===== src/rtl/z88_extmem_bridge.sv =====
// Z88 byte bus to external 8/16/32-bit async SRAM/flash bridge with a timed access FSM.
// Optional one-word read buffer: define Z88_EXTMEM_RDBUF_EN.
module z88_extmem_bridge #(
   parameter  int ADDR_W   = 19,
   parameter  int EXT_DW   = 16,
   parameter  int WAIT_CYC = 2,
   localparam int LANE_W   = (EXT_DW == 32) ? 2 : ((EXT_DW == 16) ? 1 : 0),
   localparam int NB       = EXT_DW / 8,
   localparam int LW1      = (LANE_W == 0) ? 1 : LANE_W,
   localparam int MAW      = ADDR_W - LANE_W
) (
   input  logic              clk_i,
   input  logic              reset_i,
   input  logic              req_i,
   input  logic              we_i,
   input  logic [ADDR_W-1:0] addr_i,
   input  logic [7:0]        wdata_i,
   output logic [7:0]        rdata_o,
   output logic              ack_o,
   output logic              busy_o,
   output logic              overrun_o,
   output logic [MAW-1:0]    mem_addr_o,
   output logic [EXT_DW-1:0] mem_dq_o,
   output logic              mem_dq_oe_o,
   input  logic [EXT_DW-1:0] mem_dq_i,
   output logic              mem_ce_n_o,
   output logic              mem_oe_n_o,
   output logic              mem_we_n_o,
   output logic [NB-1:0]     mem_be_n_o,
   output logic [1:0]        state_o
);

   // Handshake: req_i is a one-cycle pulse taken only when busy_o=0 and ack_o=0;
   // ack_o is a one-cycle pulse, rdata_o holds from ack until the next ack.
   typedef enum logic [1:0] {S_IDLE, S_SETUP, S_STROBE, S_HOLD} state_t;

   state_t            state_q, state_d;
   logic [3:0]        cnt_q, cnt_d;
   logic [ADDR_W-1:0] addr_q;
   logic              we_q;
   logic [7:0]        wdata_q;
   logic [7:0]        rdata_q, rdata_d;
   logic              overrun_q, overrun_d;
   logic [LW1-1:0]    lane;
   logic [NB-1:0]     be_act;
   logic [7:0]        rd_byte;
   logic              accept, hit, hit_ack_q, last_strobe;

   generate
      if (LANE_W == 0) begin : g_nolane
         assign lane       = '0;
         assign mem_addr_o = addr_q;
      end else begin : g_lane
         assign lane       = addr_q[LANE_W-1:0];
         assign mem_addr_o = addr_q[ADDR_W-1:LANE_W];
      end
   endgenerate

   assign rd_byte     = mem_dq_i[lane*8 +: 8];
   assign mem_dq_o    = {NB{wdata_q}};
   assign busy_o      = (state_q != S_IDLE);
   assign ack_o       = (state_q == S_HOLD) | hit_ack_q;
   assign accept      = req_i & ~busy_o & ~ack_o;
   assign last_strobe = (state_q == S_STROBE) && (cnt_q == 4'd0);
   assign rdata_o     = rdata_q;
   assign overrun_o   = overrun_q;
   assign state_o     = state_q;

   always_comb begin
      be_act = '1;
      for (int i = 0; i < NB; i++) be_act[i] = (lane != LW1'(i));
   end

`ifdef Z88_EXTMEM_RDBUF_EN
   logic [MAW-1:0]    tag_q, word_in;
   logic [EXT_DW-1:0] buf_q;
   logic              bv_q;
   logic [LW1-1:0]    in_lane;

   generate
      if (LANE_W == 0) begin : g_in_nolane
         assign in_lane = '0;
         assign word_in = addr_i;
      end else begin : g_in_lane
         assign in_lane = addr_i[LANE_W-1:0];
         assign word_in = addr_i[ADDR_W-1:LANE_W];
      end
   endgenerate

   assign hit = accept & ~we_i & bv_q & (word_in == tag_q);

   always_ff @(posedge clk_i) begin
      if (reset_i) begin
         tag_q     <= '0;
         buf_q     <= '0;
         bv_q      <= 1'b0;
         hit_ack_q <= 1'b0;
      end else begin
         hit_ack_q <= hit;
         if (last_strobe && !we_q) begin
            buf_q <= mem_dq_i;
            tag_q <= mem_addr_o;
            bv_q  <= 1'b1;
         end
         // Keep the buffered word coherent with writes that go to the same word.
         if (accept && we_i && bv_q && (word_in == tag_q))
            buf_q[in_lane*8 +: 8] <= wdata_i;
      end
   end
`else
   assign hit       = 1'b0;
   assign hit_ack_q = 1'b0;
`endif

   always_comb begin
      state_d     = state_q;
      cnt_d       = cnt_q;
      rdata_d     = rdata_q;
      overrun_d   = overrun_q | (req_i & (busy_o | ack_o));
      mem_ce_n_o  = 1'b1;
      mem_oe_n_o  = 1'b1;
      mem_we_n_o  = 1'b1;
      mem_dq_oe_o = 1'b0;
      mem_be_n_o  = '1;
      case (state_q)
         S_IDLE: begin
            if (accept && !hit) state_d = S_SETUP;
`ifdef Z88_EXTMEM_RDBUF_EN
            if (hit) rdata_d = buf_q[in_lane*8 +: 8];
`endif
         end
         S_SETUP: begin
            state_d     = S_STROBE;
            cnt_d       = 4'(WAIT_CYC - 1);
            mem_ce_n_o  = 1'b0;
            mem_be_n_o  = be_act;
            mem_oe_n_o  = we_q;
            mem_dq_oe_o = we_q;
         end
         S_STROBE: begin
            mem_ce_n_o  = 1'b0;
            mem_be_n_o  = be_act;
            mem_oe_n_o  = we_q;
            mem_we_n_o  = ~we_q;
            mem_dq_oe_o = we_q;
            if (cnt_q == 4'd0) begin
               state_d = S_HOLD;
               if (!we_q) rdata_d = rd_byte;
            end else begin
               cnt_d = cnt_q - 4'd1;
            end
         end
         S_HOLD: begin
            // Strobes released while ce/be/data stay put: write data hold time.
            state_d     = S_IDLE;
            mem_ce_n_o  = 1'b0;
            mem_be_n_o  = be_act;
            mem_dq_oe_o = we_q;
         end
         default: state_d = S_IDLE;
      endcase
   end

   always_ff @(posedge clk_i) begin
      if (reset_i) begin
         state_q   <= S_IDLE;
         cnt_q     <= '0;
         rdata_q   <= '0;
         overrun_q <= 1'b0;
         addr_q    <= '0;
         we_q      <= 1'b0;
         wdata_q   <= '0;
      end else begin
         state_q   <= state_d;
         cnt_q     <= cnt_d;
         rdata_q   <= rdata_d;
         overrun_q <= overrun_d;
         if (accept && !hit) begin
            addr_q  <= addr_i;
            we_q    <= we_i;
            wdata_q <= wdata_i;
         end
      end
   end

endmodule

===== config.mk =====
export PLATFORM = sky130hd
export DESIGN_NAME = z88_extmem_bridge
export DESIGN_NICKNAME = d
export VERILOG_FILES = /design/src/rtl/z88_extmem_bridge.sv
export SDC_FILE = /design/constraint.sdc
export NUM_CORES = 1
export LEC_CHECK = 0
export ABC_CLOCK_PERIOD_IN_PS = 2200
export BUFFER_PORTS_ARGS = -buffer_cell sky130_fd_sc_hd__clkbuf_2
export CELL_PAD_IN_SITES_DETAIL_PLACEMENT = 1
export CELL_PAD_IN_SITES_GLOBAL_PLACEMENT = 2
export CORE_MARGIN = 4
export CORE_UTILIZATION = 24
export DETAILED_ROUTE_END_ITERATION = 12
export GPL_TIMING_DRIVEN = 0
export PLACE_DENSITY = 0.83
export SETUP_SLACK_MARGIN = 0.15
export SLEW_MARGIN = 0
export SYNTH_ARGS = -nofsm -noshare
export SYNTH_HDL_FRONTEND = slang
export SYNTH_SLANG_ARGS = --single-unit

===== constraint.sdc =====
create_clock -name clk_i -period 2.2 [get_ports clk_i]
set_clock_uncertainty 0.15 [all_clocks]
set_input_delay 0.33 -clock clk_i [delete_from_list [all_inputs] [get_ports clk_i]]
set_output_delay 0.33 -clock clk_i [all_outputs]
set_load 0.01 [all_outputs]

==> results of run 1 <==
## per-layer routing
layer  routed length, µm  track usage
met5                   0            0
met3                 330       0.0368
met2                3000        0.206
met4                  63       0.0290
met1                2670        0.148
## metrics by stage
step	hold WS, ns	instances	total power, mW	util
finish	0.0931	459	2.89	0.338
global route	0.0813	459	3.13	0.338
CTS	0.0833	457	2.94	0.336
detailed placement	0.298	449	2.34	0.323
global placement	0.292	449	2.31	0.323
floorplan	0.287	246	1.88	-
## final cells by class
class / instances / area (µm²)
Sequential cell: 43 / 863
Timing Repair Buffer: 100 / 505
Inverter: 7 / 26.3
Fill cell: 1032 / 5460
Tap cell: 105 / 131
Clock inverter: 1 / 7.51
Clock buffer: 7 / 96.3
Multi-Input combinational cell: 154 / 897
Buffer: 42 / 268
## flip-flops by register name, indices dropped and copies added (netlist names)
| signal | flops |
|---|---|
| cnt_q | 4 |
| addr_q | 19 |
| overrun_o | 1 |
| rdata_o | 8 |
| wdata_q | 8 |
| we_q | 1 |
| state_o | 2 |
## power by group
| part | switching, mW | internal, mW | total, mW |
|---|---|---|---|
| Sequential | 0.109 | 0.949 | 1.06 |
| Combinational | 0.685 | 0.581 | 1.27 |
| Clock | 0.285 | 0.286 | 0.571 |
| Total | 1.08 | 1.82 | 2.89 |
## logic make-up (layout without fill, tap and decap cells)
kind of cell | Yosys count | count (layout) | synth area share
and+or+nand+nor | 83 | 83 | 0.197
DFF | 43 | 43 | 0.421
buffers and inverters | 49 | 157 | 0.141
muxes | 9 | 9 | 0.0440
adders and majority gates | 7 | 7 | 0.0428
AOI/OAI and AO/OA | 55 | 55 | 0.155
## worst max-delay path: stages (launching register included)
cell      delay [ns]
dfxtp_2         0.35
inv_1           0.11
ha_1            0.27
clkbuf_4        0.25
nand2_1         0.07
clkbuf_2        0.15
## repair_timing
action,CTS,global route
pin swaps,0,1
resized for setup,4,3
buffers inserted,0,2
setup endpoints to repair,22,22
## cells in the mapped netlist
cell type | number | area share
and3b_1 | 1 | 0.0043
buf_2 | 5 | 0.012
o21ai_0 | 8 | 0.020
buf_4 | 26 | 0.095
or4b_1 | 1 | 0.0049
nand4bb_4 | 1 | 0.013
inv_1 | 7 | 0.013
or3_1 | 9 | 0.028
or3b_1 | 1 | 0.0043
ha_1 | 7 | 0.043
or2_2 | 1 | 0.0031
clkbuf_1 | 11 | 0.020
a311oi_1 | 1 | 0.0043
a21bo_2 | 1 | 0.0049
o211a_1 | 1 | 0.0049
nand3b_1 | 3 | 0.011
a211oi_1 | 2 | 0.0073
a22oi_2 | 1 | 0.0061
a21oi_1 | 37 | 0.091
a211o_1 | 2 | 0.0086
nand2b_1 | 2 | 0.0061
dfxtp_1 | 43 | 0.42
nor2b_1 | 2 | 0.0061
mux2i_1 | 9 | 0.044
a21oi_2 | 2 | 0.0086
nand4b_1 | 1 | 0.0043
nor2_1 | 1 | 0.0018
nand2_1 | 60 | 0.11
## worst paths after layout
kind | end | slack (ns) | depth (start not counted)
setup / recovery | mem_we_n_o | 0.23 | 5
hold reg to reg | addr_q[15] | 0.30 | 2
setup reg to reg | cnt_q[3] | 0.30 | 5
hold / removal | addr_q[18] | 0.09 | 3
==> results.json, run 1 <==
{
  "status": "finished, final reports clean",
  "ir_worst_vdd_v": 0.000393,
  "layout.nets": 407,
  "cts_sinks": 43,
  "antenna_found_initial": 0,
  "crit_type": "reg2out",
  "startpoint_type": "flip-flop",
  "fin_crit_sh": 0.894,
  "grt_pass1_wl_um": 9690,
  "drive_gt1_frac": 0.424,
  "drc": 0,
  "hold_path.class": "in2reg",
  "syn_inst": 246,
  "worst_slew_pin_slew_ns": 0.570,
  "netlist_area_um2": 2050,
  "fmax_mhz": 508,
  "cp.arrival_ns": 1.49,
  "path_max_fanout": 10,
  "synthesis.nets": 300,
  "hold_buffers": 0,
  "core-area_um2": 8260,
  "post-place-ws_ns": 0.0901,
  "crit_required_ns": 1.72,
  "via_count": 1981,
  "cts_tree": "built",
  "cap_violations": 0,
  "die_h_um": 100,
  "port-buffer-count": 98,
  "clk_path_buf_depth": 2,
  "wl_per_cell_um": 13.2,
  "power.density_nw_per_um2": 1040,
  "synth_warnings": 0,
  "period_needed_ns": 1.97,
  "cts_buffers": 5,
  "fp-row-count": 33,
  "layout_setup_ws_ns": 0.233,
  "drt_iter0_drc": 39,
  "fin_tns_setup_ns": 0,
  "track_usage": 0.120,
  "worst_skew_pair.late_latency_ns": 0.30,
  "end_kind": "output port",
  "power.leakage_nw": 1.32,
  "dp_hpwl_um": 4690,
  "finalHoldViolCount": 0,
  "ys_types": 28,
  "drt-pass1-iter-count": 4,
  "path_clk_slew_ns": 0.08,
  "setup_viol": 0,
  "ant_nets": 0,
  "grt_max_degree": 14,
  "htree_num_levels": 2,
  "die_x_um": 100,
  "grt_setup_unrepaired": "yes",
  "hp-start": "addr_i[18]",
  "final_cell_mix": "clkbuf_2 (100), nand2_1 (60), dfxtp_1 (41), a21oi_1 (37), buf_4 (28)",
  "grt_pass1_vias": 1987,
  "vias_per_cell": 4.32,
  "ios": 100,
  "area_delta_synth_final_pct": 36.6,
  "regToRegStartpoint": "state_o[0]",
  "routed_wl_um": 6060,
  "startpoint": "state_o[0]",
  "grt.overflow.total": 0,
  "place_area_um2": 2670,
  "place_congestion": 0.732,
  "slew_violations": 0,
  "start_util": 0.248,
  "die_area_um2": 10100,
  "final_common_cell": "clkbuf_2",
  "ys_ff_latch": 43,
  "relSlewSlack": 0.620,
  "synth-seq-area-share": 0.421,
  "cts_root_buffer": "clkbuf_8",
  "avgSynthCellArea_um2": 8.32,
  "antennaDiodeCount": 0,
  "design_area_um2": 2800
}
Power figures use the tool's default switching activity.
==> inputs of run 2 (changes only) <==
ABC_AREA = 1   (was not set)
CORE_UTILIZATION = 23   (was 24)
PLACE_DENSITY = 0.84   (was 0.83)
==> results.json, run 2 <==
{
  "cts_setup_buffers": 0,
  "synth_area_leaders": "dfxtp_1 (43%), nor2_1 (12%), o21ai_0 (11%)",
  "cp_top_family": "flip-flops",
  "ir_worst_vdd_v": 0.000340,
  "htree_num_levels": 2,
  "crit_required_ns": 1.72,
  "grt.overflow.total": 0,
  "path_max_fanout": 5,
  "cp.arrival_ns": 1.44,
  "antenna_found_initial": 0,
  "power.leakage_nw": 1.44,
  "dp_hpwl_um": 4710,
  "hold_path.class": "in2reg",
  "ys_ff_latch": 43,
  "ant_nets": 0,
  "largest_reg_flops": 19,
  "worst_skew_pair.late_latency_ns": 0.30,
  "grt_setup_unrepaired": "no",
  "routed_wl_um": 5950,
  "synth.most_common_cell": "nor2_1",
  "worst_slew_pin_slew_ns": 0.414,
  "cts_resized": 0,
  "synthTopCellsByCount": "nor2_1 (63), o21ai_0 (44), dfxtp_1 (43)",
  "avgSynthCellArea_um2": 7.43,
  "hold_buffers": 0,
  "syn_inst": 269,
  "antennaDiodeCount": 0,
  "setup_viol": 0,
  "port-buffer-count": 99,
  "grt_pass1_wl_um": 9600,
  "synth-edff-count": 0,
  "drt_iter0_drc": 33,
  "cts_sinks": 43,
  "crit_type": "reg2out",
  "area_delta_synth_final_pct": 37.4,
  "end_kind": "output port",
  "synth.top_cell.area_share": 0.431,
  "fp-row-count": 33,
  "place_congestion": 0.777,
  "die_h_um": 101,
  "final_cell_mix": "clkbuf_2 (101), nor2_1 (63), o21ai_0 (44), dfxtp_1 (41), buf_4 (26)",
  "startpoint_type": "flip-flop",
  "cp_cell_sequence": "inv_1 > ha_1 > or2_2 > clkbuf_2",
  "layout.nets": 429,
  "period_needed_ns": 1.92,
  "core-area_um2": 8340,
  "vias_per_cell": 4.22,
  "slowest_delay_ns": 0.38,
  "cts_tree": "built",
  "finalHoldViolCount": 0,
  "path_clk_slew_ns": 0.09,
  "start_util": 0.240,
  "synth_largest_area_cell": "dfxtp_1",
  "met3_usage": 0.0296,
  "cts_buffers": 5,
  "grt_util_met2": 0.194,
  "cts_root_buffer": "clkbuf_8",
  "drive_gt1_frac": 0.399,
  "synth-seq-area-share": 0.431,
  "synth_warnings": 0,
  "final_common_cell": "clkbuf_2",
  "wl_per_cell_um": 12.4,
  "power.density_nw_per_um2": 1230,
  "async_flop_share": 0,
  "fmax_mhz": 522,
  "regMostFlops": "addr_q",
  "top_usage_layer": "met2",
  "fin_crit_sh": 0.871,
  "die_area_um2": 10200,
  "met1_usage": 0.154,
  "die_x_um": 101,
  "ys_types": 22,
  "cp_num_buf_inv": 2,
  "synthesis.nets": 323,
  "fin_tns_setup_ns": 0,
  "drc": 0,
  "r2r_slack_ns": 0.40,
  "relSlewSlack": 0.724,
  "crit_path_top_delay_cell": "dfxtp_2",
  "utilization": 0.329,
  "drt-pass1-iter-count": 4,
  "synth_ff_type": "dfxtp_1",
  "track_usage": 0.118,
  "cap_violations": 0,
  "ios": 100,
  "netlist_area_um2": 2000,
  "slew_violations": 0,
  "whs_ns": 0.108,
  "via_count": 2032,
  "status": "finished, final reports clean",
  "grt_max_degree": 14,
  "clk_path_buf_depth": 2,
  "grt_pass1_vias": 2048
}
## run 2: changes by cell type after synthesis, sizes merged, moves of 3 or more
cell	delta
or3	-9
a21oi	-23
inv	+19
nand2	-39
nor2	+63
clkbuf	-6
mux2i	-9
nand3	+3
o21ai	+37
## run 2: worst paths after layout
kind	from	end	depth (start not counted)
min reg2reg	rdata_o[3]	rdata_o[3]	2
max	state_o[0]	mem_be_n_o[0]	4
min	wdata_i[0]	wdata_q[0]	3
max reg2reg	state_o[0]	state_o[1]	10
## run 2: cells by family (layout without fill, tap and decap cells)
logic type,Yosys count,count (layout),synth area share
DFF,43,43,0.431
and+or+nand+nor,93,93,0.191
AOI/OAI and AO/OA,62,62,0.157
buffers and inverters,64,171,0.178
adders and majority gates,7,7,0.0438
## run 2: layout make-up
cell class / instances / area (µm²)
multi-input cells: 162 / 782
flip-flops and latches: 43 / 863
plain buffers: 38 / 258
repair buffers: 99 / 495
clock buffers: 6 / 82.6
fillers: 1070 / 5600
clock inverters: 2 / 35.0
inverters: 26 / 97.6
well taps: 105 / 131
## run 2: through the flow
step	cells	power (mW)	area (µm²)	setup slack (ns)
detailed placement	473	2.77	2630	0.372
global placement	473	2.74	2630	0.422
floorplan	269	2.18	2000	0.623
finish	481	3.37	2750	0.283
CTS	481	3.45	2740	0.192
global route	481	3.69	2750	0.188
## run 2: per-layer routing
| layer | wire [µm] | share of wire | vias up |
|---|---|---|---|
| met5 | 0 | 0 | - |
| met4 | 44 | 0.0074 | 0 |
| met3 | 430 | 0.072 | 5 |
| met2 | 2700 | 0.45 | 71 |
| met1 | 2770 | 0.47 | 925 |
| li1 | - | - | 1031 |
## run 2: report_power, final
group          internal, mW  switching, mW
clock                 0.368          0.277
combinational         0.679          0.872
sequential             1.03          0.148
## run 2: tightest hold or removal path: cells and delay by family
kind                   cells  cell delay (ns)
AND/OR/NAND/NOR            2             0.11
buffers and inverters      1             0.07
==> inputs of run 3 (changes only) <==
CORE_ASPECT_RATIO = 1.1   (was not set)
==> results.json, run 3 (synthesized netlist as in run 2, its figures left out) <==
{
  "place_area_um2": 2630,
  "min_path_cells": 3,
  "hold_path.class": "in2reg",
  "port-buffer-count": 99,
  "final_cell_mix": "clkbuf_2 (101), nor2_1 (63), o21ai_0 (44), dfxtp_1 (41), buf_4 (26)",
  "grt_max_degree": 13,
  "startpoint_type": "flip-flop",
  "final_common_cell": "clkbuf_2",
  "ir_worst_vdd_v": 0.000356,
  "grt_pass1_vias": 2127,
  "die_x_um": 96.9,
  "start_util": 0.238,
  "drc": 0,
  "regMostFlops": "addr_q",
  "finalHoldViolCount": 0,
  "die_area_um2": 10200,
  "grt_setup_unrepaired": "no",
  "cts_root_buffer": "clkbuf_8",
  "relSlewSlack": 0.725,
  "slew_violations": 0,
  "crit_type": "reg2out",
  "fmax_mhz": 520,
  "drt_iter0_drc": 37,
  "period_needed_ns": 1.92,
  "largest_reg_flops": 19,
  "ant_nets": 0,
  "clkPwrFrac": 0.169,
  "worst_slew_pin_slew_ns": 0.413,
  "htree_num_levels": 2,
  "seq_power_share": 0.359,
  "cts_sinks": 43,
  "worst_skew_pair.late_latency_ns": 0.29,
  "power.density_nw_per_um2": 1200,
  "status": "finished, final reports clean",
  "power.leakage_nw": 1.43,
  "drive_gt1_frac": 0.396,
  "drt-pass1-iter-count": 4,
  "dp_hpwl_um": 4660,
  "p_sw_frac": 0.391,
  "fin_tns_setup_ns": 0,
  "routed_wl_um": 5900,
  "clk_path_buf_depth": 2,
  "pwr-share-comb": 0.471,
  "antennaDiodeCount": 0,
  "via_count": 2010,
  "track_usage": 0.118,
  "cap_violations": 0,
  "design_area_um2": 2740,
  "vias_per_cell": 4.13,
  "layout.nets": 429,
  "cp.arrival_ns": 1.44,
  "path_max_fanout": 5,
  "fin_crit_sh": 0.875,
  "crit_required_ns": 1.72,
  "setup_viol": 0,
  "power_mw": 3.27,
  "grt.overflow.total": 0,
  "end_kind": "output port",
  "p_sw_mw": 1.28,
  "antenna_found_initial": 0,
  "grt_pass1_wl_um": 9960,
  "area_delta_synth_final_pct": 36.9,
  "core-area_um2": 8410,
  "cts_tree": "built",
  "place_congestion": 0.757,
  "path_clk_slew_ns": 0.08,
  "fp-row-count": 35,
  "r2r.worst_path.cells": 10,
  "cts_buffers": 5,
  "intPower_mw": 1.99,
  "wl_per_cell_um": 12.1,
  "whs_ns": 0.105,
  "ios": 100,
  "die_h_um": 106
}
-- run 3: cell count changes in the layout (fill, tap and decap cells not counted) --
cell | before | now
bufinv_16 | 1 | 0
clkbuf_1 | 3 | 4
clkbuf_8 | 6 | 7
clkinv_2 | 1 | 0
-- run 3: power by group through the flow --
stage / sequential (mW) / clock [mW] / combinational, mW
floorplan: 1.21 / 0 / 0.968
global placement: 1.18 / 0 / 1.55
detailed placement: 1.19 / 0 / 1.58
CTS: 1.18 / 0.588 / 1.59
global route: 1.21 / 0.623 / 1.75
finish: 1.18 / 0.553 / 1.54
-- run 3: stage by stage --
stage | util | worst slack (ns) | cells
detailed placement | 0.313 | 0.329 | 479
global route | 0.325 | 0.176 | 487
floorplan | - | 0.623 | 269
CTS | 0.325 | 0.170 | 487
global placement | 0.313 | 0.396 | 479
finish | 0.325 | 0.276 | 487
-- run 3: timing repair --
| item | CTS | global route |
|---|---|---|
| endpoints found under the setup margin | 0 | 1 |
| hold buffers | 0 | 0 |
| setup buffers | 0 | 0 |
| resized for setup | 0 | 2 |
-- run 3: layer usage --
layer	part of all wire	track usage	up-vias
met3	0.057	0.0364	5
met4	0.0095	0.0301	0
li1	-	-	1031
met2	0.50	0.214	56
met1	0.43	0.134	918
met5	0	0	-
-- run 3: critical path, cell delays in order (launching register included) --
cell and delay [ns]:
dfxtp_2 0.38, inv_1 0.09, ha_1 0.25, or2_2 0.30
clkbuf_2 0.13
-- run 3: worst paths after layout --
check	start	end	slack (ns)
hold / removal	addr_i[4]	addr_q[4]	0.11
setup / recovery	state_o[0]	mem_be_n_o[0]	0.28
setup reg to reg	state_o[0]	state_o[0]	0.40
hold reg to reg	rdata_o[5]	rdata_o[5]	0.30
-- run 3: layout make-up --
cell class                      instances  area, µm²
Fill cell                            1120       5670
Buffer                                 38        258
Clock buffer                            8        100
Tap cell                              111        139
Sequential cell                        43        863
Timing Repair Buffer                   99        495
Multi-Input combinational cell        162        782
Inverter                               26       97.6
